`config.mk`:
```
export PLATFORM = sky130hd
export DESIGN_NAME = pipeline_hazard_ctrl_flat
export DESIGN_NICKNAME = d
export VERILOG_FILES = /design/src/rtl/pipeline_hazard_ctrl_if.sv /design/src/rtl/pipeline_hazard_ctrl.sv /design/src/flat_wrapper.sv
export SDC_FILE = /design/constraint.sdc
export NUM_CORES = 1
export LEC_CHECK = 0
export ABC_AREA = 1
export BUFFER_PORTS_ARGS = -buffer_cell sky130_fd_sc_hd__buf_2
export CAP_MARGIN = 15
export CORE_ASPECT_RATIO = 0.5
export CORE_MARGIN = 2
export CORE_UTILIZATION = 53
export DETAILED_ROUTE_END_ITERATION = 10
export PLACE_DENSITY = 0.87
export SLEW_MARGIN = 20
export SYNTH_ARGS = -nofsm -noshare
export SYNTH_HDL_FRONTEND = slang
export SYNTH_SLANG_ARGS = --single-unit
```
`constraint.sdc`:
```
create_clock -name clk -period 2.7 [get_ports clk]
set_input_delay 0.81 -clock clk [delete_from_list [all_inputs] [get_ports clk]]
set_output_delay 0.81 -clock clk [all_outputs]
set_load 0.01 [all_outputs]
```
`src/rtl/pipeline_hazard_ctrl_if.sv`:
```
// Hazard-control bundle between the pipeline datapath and the stall/flush sequencer.
// The datapath side is the master; the sequencer is the slave.
interface pipeline_hazard_ctrl_if #(
    parameter int unsigned CNT_WIDTH = 32
);
    // Hazard sources observed in ID/EX/MEM
    logic [4:0]           id_rs1;
    logic [4:0]           id_rs2;
    logic                 id_useRs1;
    logic                 id_useRs2;
    logic                 ex_memRead;
    logic [4:0]           ex_rd;
    logic                 ex_mcOp;
    logic                 ex_branchTaken;
    logic                 mem_access;
    logic                 dmem_ready;
    logic                 mc_done;

    // Pipeline register control
    logic                 pc_en;
    logic                 ifid_en;
    logic                 idex_en;
    logic                 exmem_en;
    logic                 memwb_en;
    logic                 ifid_flush;
    logic                 idex_flush;
    logic                 exmem_flush;
    logic                 mc_start;
    logic [CNT_WIDTH-1:0] stall_count;

    modport master (
        output id_rs1, id_rs2, id_useRs1, id_useRs2, ex_memRead, ex_rd, ex_mcOp,
               ex_branchTaken, mem_access, dmem_ready, mc_done,
        input  pc_en, ifid_en, idex_en, exmem_en, memwb_en, ifid_flush, idex_flush,
               exmem_flush, mc_start, stall_count
    );

    modport slave (
        input  id_rs1, id_rs2, id_useRs1, id_useRs2, ex_memRead, ex_rd, ex_mcOp,
               ex_branchTaken, mem_access, dmem_ready, mc_done,
        output pc_en, ifid_en, idex_en, exmem_en, memwb_en, ifid_flush, idex_flush,
               exmem_flush, mc_start, stall_count
    );
endinterface

```
`src/rtl/pipeline_hazard_ctrl.sv`:
```
// Stall/flush sequencer for the 5-stage pipeline: load-use bubbles, branch squashes,
// multi-cycle EX ops and data-memory wait states. Forwarding handles everything else.
module pipeline_hazard_ctrl #(
    parameter int unsigned CNT_WIDTH = 32
) (
    input  logic                   clk,
    input  logic                   rst,
    pipeline_hazard_ctrl_if.slave  bus
);

    typedef enum logic {StRun, StMcBusy} state_e;

    state_e               state_q, state_d;
    logic                 done_pend_q, done_pend_d;
    logic [CNT_WIDTH-1:0] stall_count_q, stall_count_d;

    logic memstall;
    logic loaduse;
    logic done;

    logic pc_en, ifid_en, idex_en, exmem_en, memwb_en;
    logic ifid_flush, idex_flush, exmem_flush, mc_start;

    assign memstall = bus.mem_access & ~bus.dmem_ready;
    assign loaduse  = bus.ex_memRead & (bus.ex_rd != 5'd0) &
                      ((bus.id_useRs1 & (bus.id_rs1 == bus.ex_rd)) |
                       (bus.id_useRs2 & (bus.id_rs2 == bus.ex_rd)));
    // A completion seen while frozen by memory is remembered in done_pend.
    assign done     = bus.mc_done | done_pend_q;

    // Next-state and per-stage enable/flush decode
    always_comb begin
        state_d     = state_q;
        done_pend_d = done_pend_q;
        pc_en       = 1'b1;
        ifid_en     = 1'b1;
        idex_en     = 1'b1;
        exmem_en    = 1'b1;
        memwb_en    = 1'b1;
        ifid_flush  = 1'b0;
        idex_flush  = 1'b0;
        exmem_flush = 1'b0;
        mc_start    = 1'b0;

        if (rst) begin
            pc_en       = 1'b0;
            ifid_en     = 1'b0;
            idex_en     = 1'b0;
            exmem_en    = 1'b0;
            memwb_en    = 1'b0;
            ifid_flush  = 1'b1;
            idex_flush  = 1'b1;
            exmem_flush = 1'b1;
        end else if (memstall) begin
            // Memory wait freezes everything, regardless of state.
            pc_en    = 1'b0;
            ifid_en  = 1'b0;
            idex_en  = 1'b0;
            exmem_en = 1'b0;
            memwb_en = 1'b0;
            if (state_q == StMcBusy && bus.mc_done) begin
                done_pend_d = 1'b1;
            end
        end else begin
            unique case (state_q)
                StRun: begin
                    if (bus.ex_mcOp) begin
                        mc_start    = 1'b1;
                        pc_en       = 1'b0;
                        ifid_en     = 1'b0;
                        idex_en     = 1'b0;
                        exmem_flush = 1'b1;
                        state_d     = StMcBusy;
                    end else if (bus.ex_branchTaken) begin
                        // Squashes the ID instruction, so a load-use there is moot.
                        ifid_flush = 1'b1;
                        idex_flush = 1'b1;
                    end else if (loaduse) begin
                        pc_en      = 1'b0;
                        ifid_en    = 1'b0;
                        idex_flush = 1'b1;
                    end
                end
                StMcBusy: begin
                    if (!done) begin
                        pc_en       = 1'b0;
                        ifid_en     = 1'b0;
                        idex_en     = 1'b0;
                        exmem_flush = 1'b1;
                    end else begin
                        // Release: EX/MEM captures the result; ex_mcOp still high is ignored.
                        done_pend_d = 1'b0;
                        state_d     = StRun;
                    end
                end
                default: state_d = StRun;
            endcase
        end
    end

    // Saturating count of cycles with the PC held
    always_comb begin
        stall_count_d = stall_count_q;
        if (!pc_en && (stall_count_q != {CNT_WIDTH{1'b1}})) begin
            stall_count_d = stall_count_q + 1'b1;
        end
    end

    // State registers with synchronous reset
    always_ff @(posedge clk) begin
        if (rst) begin
            state_q       <= StRun;
            done_pend_q   <= 1'b0;
            stall_count_q <= '0;
        end else begin
            state_q       <= state_d;
            done_pend_q   <= done_pend_d;
            stall_count_q <= stall_count_d;
        end
    end

    assign bus.pc_en       = pc_en;
    assign bus.ifid_en     = ifid_en;
    assign bus.idex_en     = idex_en;
    assign bus.exmem_en    = exmem_en;
    assign bus.memwb_en    = memwb_en;
    assign bus.ifid_flush  = ifid_flush;
    assign bus.idex_flush  = idex_flush;
    assign bus.exmem_flush = exmem_flush;
    assign bus.mc_start    = mc_start;
    assign bus.stall_count = stall_count_q;

endmodule

```
`src/flat_wrapper.sv`:
```
// flat-port wrapper written by rule: the top's interface ports become plain ports
module pipeline_hazard_ctrl_flat 
#(
    parameter int unsigned CNT_WIDTH = 32
)
  (clk, rst, bus_id_rs1, bus_id_rs2, bus_id_useRs1, bus_id_useRs2, bus_ex_memRead, bus_ex_rd, bus_ex_mcOp, bus_ex_branchTaken, bus_mem_access, bus_dmem_ready, bus_mc_done, bus_pc_en, bus_ifid_en, bus_idex_en, bus_exmem_en, bus_memwb_en, bus_ifid_flush, bus_idex_flush, bus_exmem_flush, bus_mc_start, bus_stall_count);
  pipeline_hazard_ctrl_if #(.CNT_WIDTH(CNT_WIDTH)) bus_i ();
  input  logic clk;
  input  logic rst;
  input wire logic [$bits(bus_i.id_rs1)-1:0] bus_id_rs1;
  input wire logic [$bits(bus_i.id_rs2)-1:0] bus_id_rs2;
  input wire logic [$bits(bus_i.id_useRs1)-1:0] bus_id_useRs1;
  input wire logic [$bits(bus_i.id_useRs2)-1:0] bus_id_useRs2;
  input wire logic [$bits(bus_i.ex_memRead)-1:0] bus_ex_memRead;
  input wire logic [$bits(bus_i.ex_rd)-1:0] bus_ex_rd;
  input wire logic [$bits(bus_i.ex_mcOp)-1:0] bus_ex_mcOp;
  input wire logic [$bits(bus_i.ex_branchTaken)-1:0] bus_ex_branchTaken;
  input wire logic [$bits(bus_i.mem_access)-1:0] bus_mem_access;
  input wire logic [$bits(bus_i.dmem_ready)-1:0] bus_dmem_ready;
  input wire logic [$bits(bus_i.mc_done)-1:0] bus_mc_done;
  output wire logic [$bits(bus_i.pc_en)-1:0] bus_pc_en;
  output wire logic [$bits(bus_i.ifid_en)-1:0] bus_ifid_en;
  output wire logic [$bits(bus_i.idex_en)-1:0] bus_idex_en;
  output wire logic [$bits(bus_i.exmem_en)-1:0] bus_exmem_en;
  output wire logic [$bits(bus_i.memwb_en)-1:0] bus_memwb_en;
  output wire logic [$bits(bus_i.ifid_flush)-1:0] bus_ifid_flush;
  output wire logic [$bits(bus_i.idex_flush)-1:0] bus_idex_flush;
  output wire logic [$bits(bus_i.exmem_flush)-1:0] bus_exmem_flush;
  output wire logic [$bits(bus_i.mc_start)-1:0] bus_mc_start;
  output wire logic [$bits(bus_i.stall_count)-1:0] bus_stall_count;
  assign bus_i.id_rs1 = bus_id_rs1;
  assign bus_i.id_rs2 = bus_id_rs2;
  assign bus_i.id_useRs1 = bus_id_useRs1;
  assign bus_i.id_useRs2 = bus_id_useRs2;
  assign bus_i.ex_memRead = bus_ex_memRead;
  assign bus_i.ex_rd = bus_ex_rd;
  assign bus_i.ex_mcOp = bus_ex_mcOp;
  assign bus_i.ex_branchTaken = bus_ex_branchTaken;
  assign bus_i.mem_access = bus_mem_access;
  assign bus_i.dmem_ready = bus_dmem_ready;
  assign bus_i.mc_done = bus_mc_done;
  assign bus_pc_en = bus_i.pc_en;
  assign bus_ifid_en = bus_i.ifid_en;
  assign bus_idex_en = bus_i.idex_en;
  assign bus_exmem_en = bus_i.exmem_en;
  assign bus_memwb_en = bus_i.memwb_en;
  assign bus_ifid_flush = bus_i.ifid_flush;
  assign bus_idex_flush = bus_i.idex_flush;
  assign bus_exmem_flush = bus_i.exmem_flush;
  assign bus_mc_start = bus_i.mc_start;
  assign bus_stall_count = bus_i.stall_count;
  pipeline_hazard_ctrl #(.CNT_WIDTH(CNT_WIDTH)) u_core (.clk(clk), .rst(rst), .bus(bus_i));
endmodule
```
==> impl_metrics.xml <==
<?xml version="1.0" encoding="UTF-8"?>
<metrics>
  <group name="pwr">
    <metric name="max-vdd-ir-drop" unit="mV">0.172</metric>
    <metric name="power_share_of_the_clock_group" unit="%">37.5</metric>
    <metric name="power_report.internal_total" unit="W">0.000766</metric>
    <metric name="fraction_of_power_spent_switching_nets" unit="%">27.2</metric>
    <metric name="p_switching" unit="W">0.000285</metric>
    <metric name="power.density" unit="nW/um^2">355</metric>
    <metric name="power.combinational.fraction" unit="%">13.3</metric>
    <metric name="power.static_leakage" unit="nW">1.38</metric>
    <metric name="power_frac_seq" unit="%">49.2</metric>
    <metric name="p_total" unit="W">0.00105</metric>
  </group>
  <group name="route">
    <metric name="drt_iter0_markers" unit="">192</metric>
    <metric name="routed_wire_length_per_instance" unit="um">12.2</metric>
    <metric name="drtPass1Iterations" unit="">6</metric>
    <metric name="via_count" unit="">2945</metric>
    <metric name="detail_route.wirelength" unit="um">6750</metric>
    <metric name="remaining_drc_errors" unit="">0</metric>
    <metric name="route.detailed.vias_per_inst" unit="">5.33</metric>
    <metric name="ant_nets" unit="">0</metric>
  </group>
  <group name="die">
    <metric name="die_area" unit="um^2">5360</metric>
    <metric name="initial_core_utilization" unit="%">56.2</metric>
    <metric name="die_span_in_x" unit="um">102</metric>
    <metric name="chipHeight" unit="um">52.8</metric>
    <metric name="core-area" unit="um^2">4490</metric>
    <metric name="design.portCount" unit="">66</metric>
    <metric name="rows" unit="">17</metric>
  </group>
  <group name="sta">
    <metric name="max-slew-margin-rel" unit="%">65.7</metric>
    <metric name="timing.final.hold_violations" unit="">0</metric>
    <metric name="final_period_minus_worst_setup_slack" unit="ns">2.51</metric>
    <metric name="setup_total_negative_slack" unit="ns">0</metric>
    <metric name="worstMarginPinSlew" unit="ns">0.510</metric>
    <metric name="achievable-frequency" unit="MHz">399</metric>
    <metric name="fin_skew" unit="ns">0.00728</metric>
    <metric name="timing.final.setup_violations" unit="">0</metric>
    <metric name="holdWs" unit="ns">0.504</metric>
    <metric name="grt_setup_unrepaired" unit="">false</metric>
    <metric name="finalCritPeriodShare" unit="%">92.8</metric>
    <metric name="report.final.slew_viol_count" unit="">0</metric>
  </group>
  <group name="cells_and_area">
    <metric name="fin_area" unit="um^2">2960</metric>
    <metric name="sequential_cell_area" unit="um^2">681</metric>
    <metric name="finish.utilization" unit="%">66.0</metric>
    <metric name="multi_input_comb_area" unit="um^2">1580</metric>
    <metric name="fillerInstances" unit="">447</metric>
    <metric name="synthToLayoutAreaGrowth" unit="%">17.5</metric>
    <metric name="number_of_diodes_added_for_antenna_fixing" unit="">0</metric>
    <metric name="post_route_cells_drive_above_1_share" unit="%">18.5</metric>
    <metric name="layout.nets" unit="">512</metric>
  </group>
  <group name="placed_design">
    <metric name="io_buffer_count" unit="">65</metric>
    <metric name="dpl_cell_area" unit="um^2">2870</metric>
    <metric name="dp_hpwl" unit="um">5220</metric>
    <metric name="place.gp.congestion" unit="">1.03</metric>
  </group>
  <group name="worst_setup_path">
    <metric name="critical_path_required" unit="ns">1.89</metric>
    <metric name="critical_path.startpoint_type" unit="">primary input</metric>
    <metric name="critical-path-top-cell-by-count" unit="">sky130_fd_sc_hd__nand2_1</metric>
    <metric name="rr_worst_depth" unit="">10</metric>
    <metric name="crit_path_slowest_cell" unit="">sky130_fd_sc_hd__buf_2</metric>
    <metric name="critical_path.max_fanout" unit="">3</metric>
    <metric name="biggest_cell_delay_along_the_critical_path" unit="ns">0.13</metric>
    <metric name="worst_r2r_endpoint" unit="">u_core.bus.stall_count[2]$_SDFFE_PP0P_</metric>
    <metric name="critPathCaptureType" unit="">output pin</metric>
    <metric name="crit_reg_reg_startpoint" unit="">u_core.bus.stall_count[1]$_SDFFE_PP0P_</metric>
    <metric name="worstSetupPathType" unit="">primary input to output pin</metric>
    <metric name="reg2reg_slack" unit="ns">0.49</metric>
    <metric name="data_arrival_time_of_the_critical_path" unit="ns">1.70</metric>
    <metric name="timing.critical_path.cells" unit="">buf_2 &gt; inv_1 &gt; nand2_1 &gt; nand2_1 &gt; nor2_1 &gt; nand3_1 &gt; nand2_1 &gt; nand3_1 &gt; nand2_2 &gt; inv_1 &gt; buf_2</metric>
  </group>
  <group name="grt">
    <metric name="first_global_vias" unit="">2457</metric>
    <metric name="overflow" unit="">0</metric>
    <metric name="grt_first_pass_wirelength" unit="um">11000</metric>
    <metric name="grt_max_degree" unit="">36</metric>
    <metric name="grt_antenna_before_repair" unit="">0</metric>
    <metric name="gr-usage-all-layers" unit="%">26.6</metric>
  </group>
  <group name="logic_synthesis">
    <metric name="synth-seq-area-share" unit="%">27.0</metric>
    <metric name="netlist.top_cell.by_area" unit="">sky130_fd_sc_hd__dfxtp_1</metric>
    <metric name="synth_largest_type_area_fraction" unit="%">27.0</metric>
    <metric name="synth.avg_cell_area" unit="um^2">5.92</metric>
    <metric name="synth.lib_cells_used.distinct" unit="">29</metric>
    <metric name="ys_async_sr_fraction" unit="%">0</metric>
    <metric name="synthMostInstantiatedCell" unit="">sky130_fd_sc_hd__nand2_1</metric>
    <metric name="synth_edf_count" unit="">0</metric>
    <metric name="yosys_warnings" unit="">0</metric>
    <metric name="synth_commonest_cells" unit="">sky130_fd_sc_hd__nand2_1 (141), sky130_fd_sc_hd__nor2_1 (49), sky130_fd_sc_hd__nand3_1 (46)</metric>
    <metric name="synth_area_leaders" unit="">sky130_fd_sc_hd__dfxtp_1 (27%), sky130_fd_sc_hd__nand2_1 (21%), sky130_fd_sc_hd__nand3_1 (9.1%), sky130_fd_sc_hd__nor2_1 (7.3%), sky130_fd_sc_hd__a21oi_1 (6.7%)</metric>
    <metric name="synth_seq_cells" unit="">34</metric>
    <metric name="synthesis.area" unit="um^2">2520</metric>
    <metric name="main_synth_ff_type" unit="">sky130_fd_sc_hd__dfxtp_1</metric>
    <metric name="synthesized_netlist_cell_count" unit="">426</metric>
    <metric name="synth_nets" unit="">452</metric>
  </group>
  <group name="clock_tree">
    <metric name="cts_buffers" unit="">5</metric>
    <metric name="ctsHtreeMaxLevel" unit="">2</metric>
    <metric name="cts_tree" unit="">built</metric>
    <metric name="cts.path.max_buffers" unit="">2</metric>
    <metric name="post_cts.resized_instances" unit="">0</metric>
    <metric name="post-cts-setup-buffers" unit="">0</metric>
    <metric name="ctsRootBufferMaster" unit="">sky130_fd_sc_hd__clkbuf_8</metric>
    <metric name="cts.hold.buffers_added" unit="">0</metric>
    <metric name="cts.clk_slew.worst_paths" unit="ns">0.07</metric>
    <metric name="clk_latency" unit="ns">0.29</metric>
    <metric name="clkSinkCount" unit="">34</metric>
  </group>
  <group name="outcome">
    <metric name="status" unit="">completed</metric>
  </group>
  <group name="hold_path">
    <metric name="min-delay-start" unit="">u_core.bus.stall_count[31]$_SDFFE_PP0P_</metric>
    <metric name="holdPathStages" unit="">2</metric>
    <metric name="min_path_type" unit="">register to register</metric>
    <metric name="hold_path_end" unit="">u_core.bus.stall_count[31]$_SDFFE_PP0P_</metric>
  </group>
  <group name="job">
    <metric name="max_cap_violations" unit="">0</metric>
  </group>
</metrics>
-- worst max-delay path: cells and delay by family --
family,cells,cell delay [ns]
buffers and inverters,4,0.34
AND/OR/NAND/NOR,7,0.54
-- layout make-up --
class                      instances  share of cell area, %
clock inverter                     1                  0.169
timing repair buffer              70                   12.3
tap                               66                   2.79
inverter                          44                   5.58
multi-input combinational        331                   53.3
sequential                        34                   23.0
clock buffer                       7                   2.92
-- placed cells by master, fill, tap and decap left out --
master                       n
sky130_fd_sc_hd__nor3_4      1
sky130_fd_sc_hd__xor2_1     14
sky130_fd_sc_hd__nor3_1     10
sky130_fd_sc_hd__nand2_4     1
sky130_fd_sc_hd__nand3_1    46
sky130_fd_sc_hd__o22ai_1     1
sky130_fd_sc_hd__nor3_2      2
sky130_fd_sc_hd__dfxtp_1    34
sky130_fd_sc_hd__buf_2      65
sky130_fd_sc_hd__nand3_2     1
sky130_fd_sc_hd__buf_4       5
sky130_fd_sc_hd__clkbuf_8    6
sky130_fd_sc_hd__clkinv_2    1
sky130_fd_sc_hd__nor4_1      2
sky130_fd_sc_hd__ha_1        1
sky130_fd_sc_hd__nor2_1     49
sky130_fd_sc_hd__nand2_1   141
sky130_fd_sc_hd__a21oi_1    34
sky130_fd_sc_hd__inv_2       2
sky130_fd_sc_hd__o21ai_0     2
sky130_fd_sc_hd__a211oi_1    1
sky130_fd_sc_hd__nand2_2     4
sky130_fd_sc_hd__inv_1      42
sky130_fd_sc_hd__xnor2_1     3
sky130_fd_sc_hd__clkbuf_1    1
sky130_fd_sc_hd__nor2_2      1
sky130_fd_sc_hd__nand3b_1    7
sky130_fd_sc_hd__nand4_1     9
sky130_fd_sc_hd__nor2_8      1
-- per-layer routing --
metal | share of wire (%) | global-route usage, % | vias up
met5 | 0 | 0 | -
met4 | 0.89 | 6.53 | 0
met3 | 8.8 | 7.07 | 11
met2 | 44 | 42.9 | 124
met1 | 47 | 35.6 | 1320
li1 | - | - | 1490
-- how the worst max path moves through the flow --
stage,start,to,depth (start not counted)
after detailed placement,bus_ex_rd[3],bus_pc_en,11
after floorplan,rst,bus_pc_en,6
after CTS,bus_ex_rd[3],bus_pc_en,11
after global routing,bus_ex_rd[2],bus_ifid_en,9
final,bus_ex_rd[3],bus_pc_en,11
after global placement,bus_ex_rd[2],bus_ifid_en,9
-- kinds of logic (layout without fill, tap and decap cells) --
group / after synthesis / count (layout) / synth area share (%)
buf+inv: 61 / 122 / 10.6
compound gates: 38 / 38 / 7.69
fa+ha+maj: 1 / 1 / 0.496
simple gates: 275 / 275 / 48.3
flops: 34 / 34 / 27.0
xor+xnor: 17 / 17 / 5.91
-- through the flow --
| step | worst slack (ns) | std cells |
|---|---|---|
| 2_1_floorplan | 0.0147 | 426 |
| 3_3_place_gp | 0.223 | 545 |
| 3_5_place_dp | 0.181 | 545 |
| 4_1_cts | 0.174 | 553 |
| 5_1_grt | 0.0678 | 553 |
| 6_report | 0.194 | 553 |
-- power by group through the flow --
stage	Combinational (W)	Clock [W]	Sequential, W
floorplan	0.0000928	0	0.000527
global placement	0.000136	0	0.000528
detailed placement	0.000139	0	0.000528
CTS	0.000140	0.000396	0.000517
global route	0.000156	0.000420	0.000518
finish	0.000139	0.000395	0.000517
-- state kept, by name (all words and copies together) (netlist names) --
signal / count
u_core.bus.stall_count: 32
u_core.done_pend_q: 1
u_core.state_q: 1
Power figures use the tool's default switching activity.
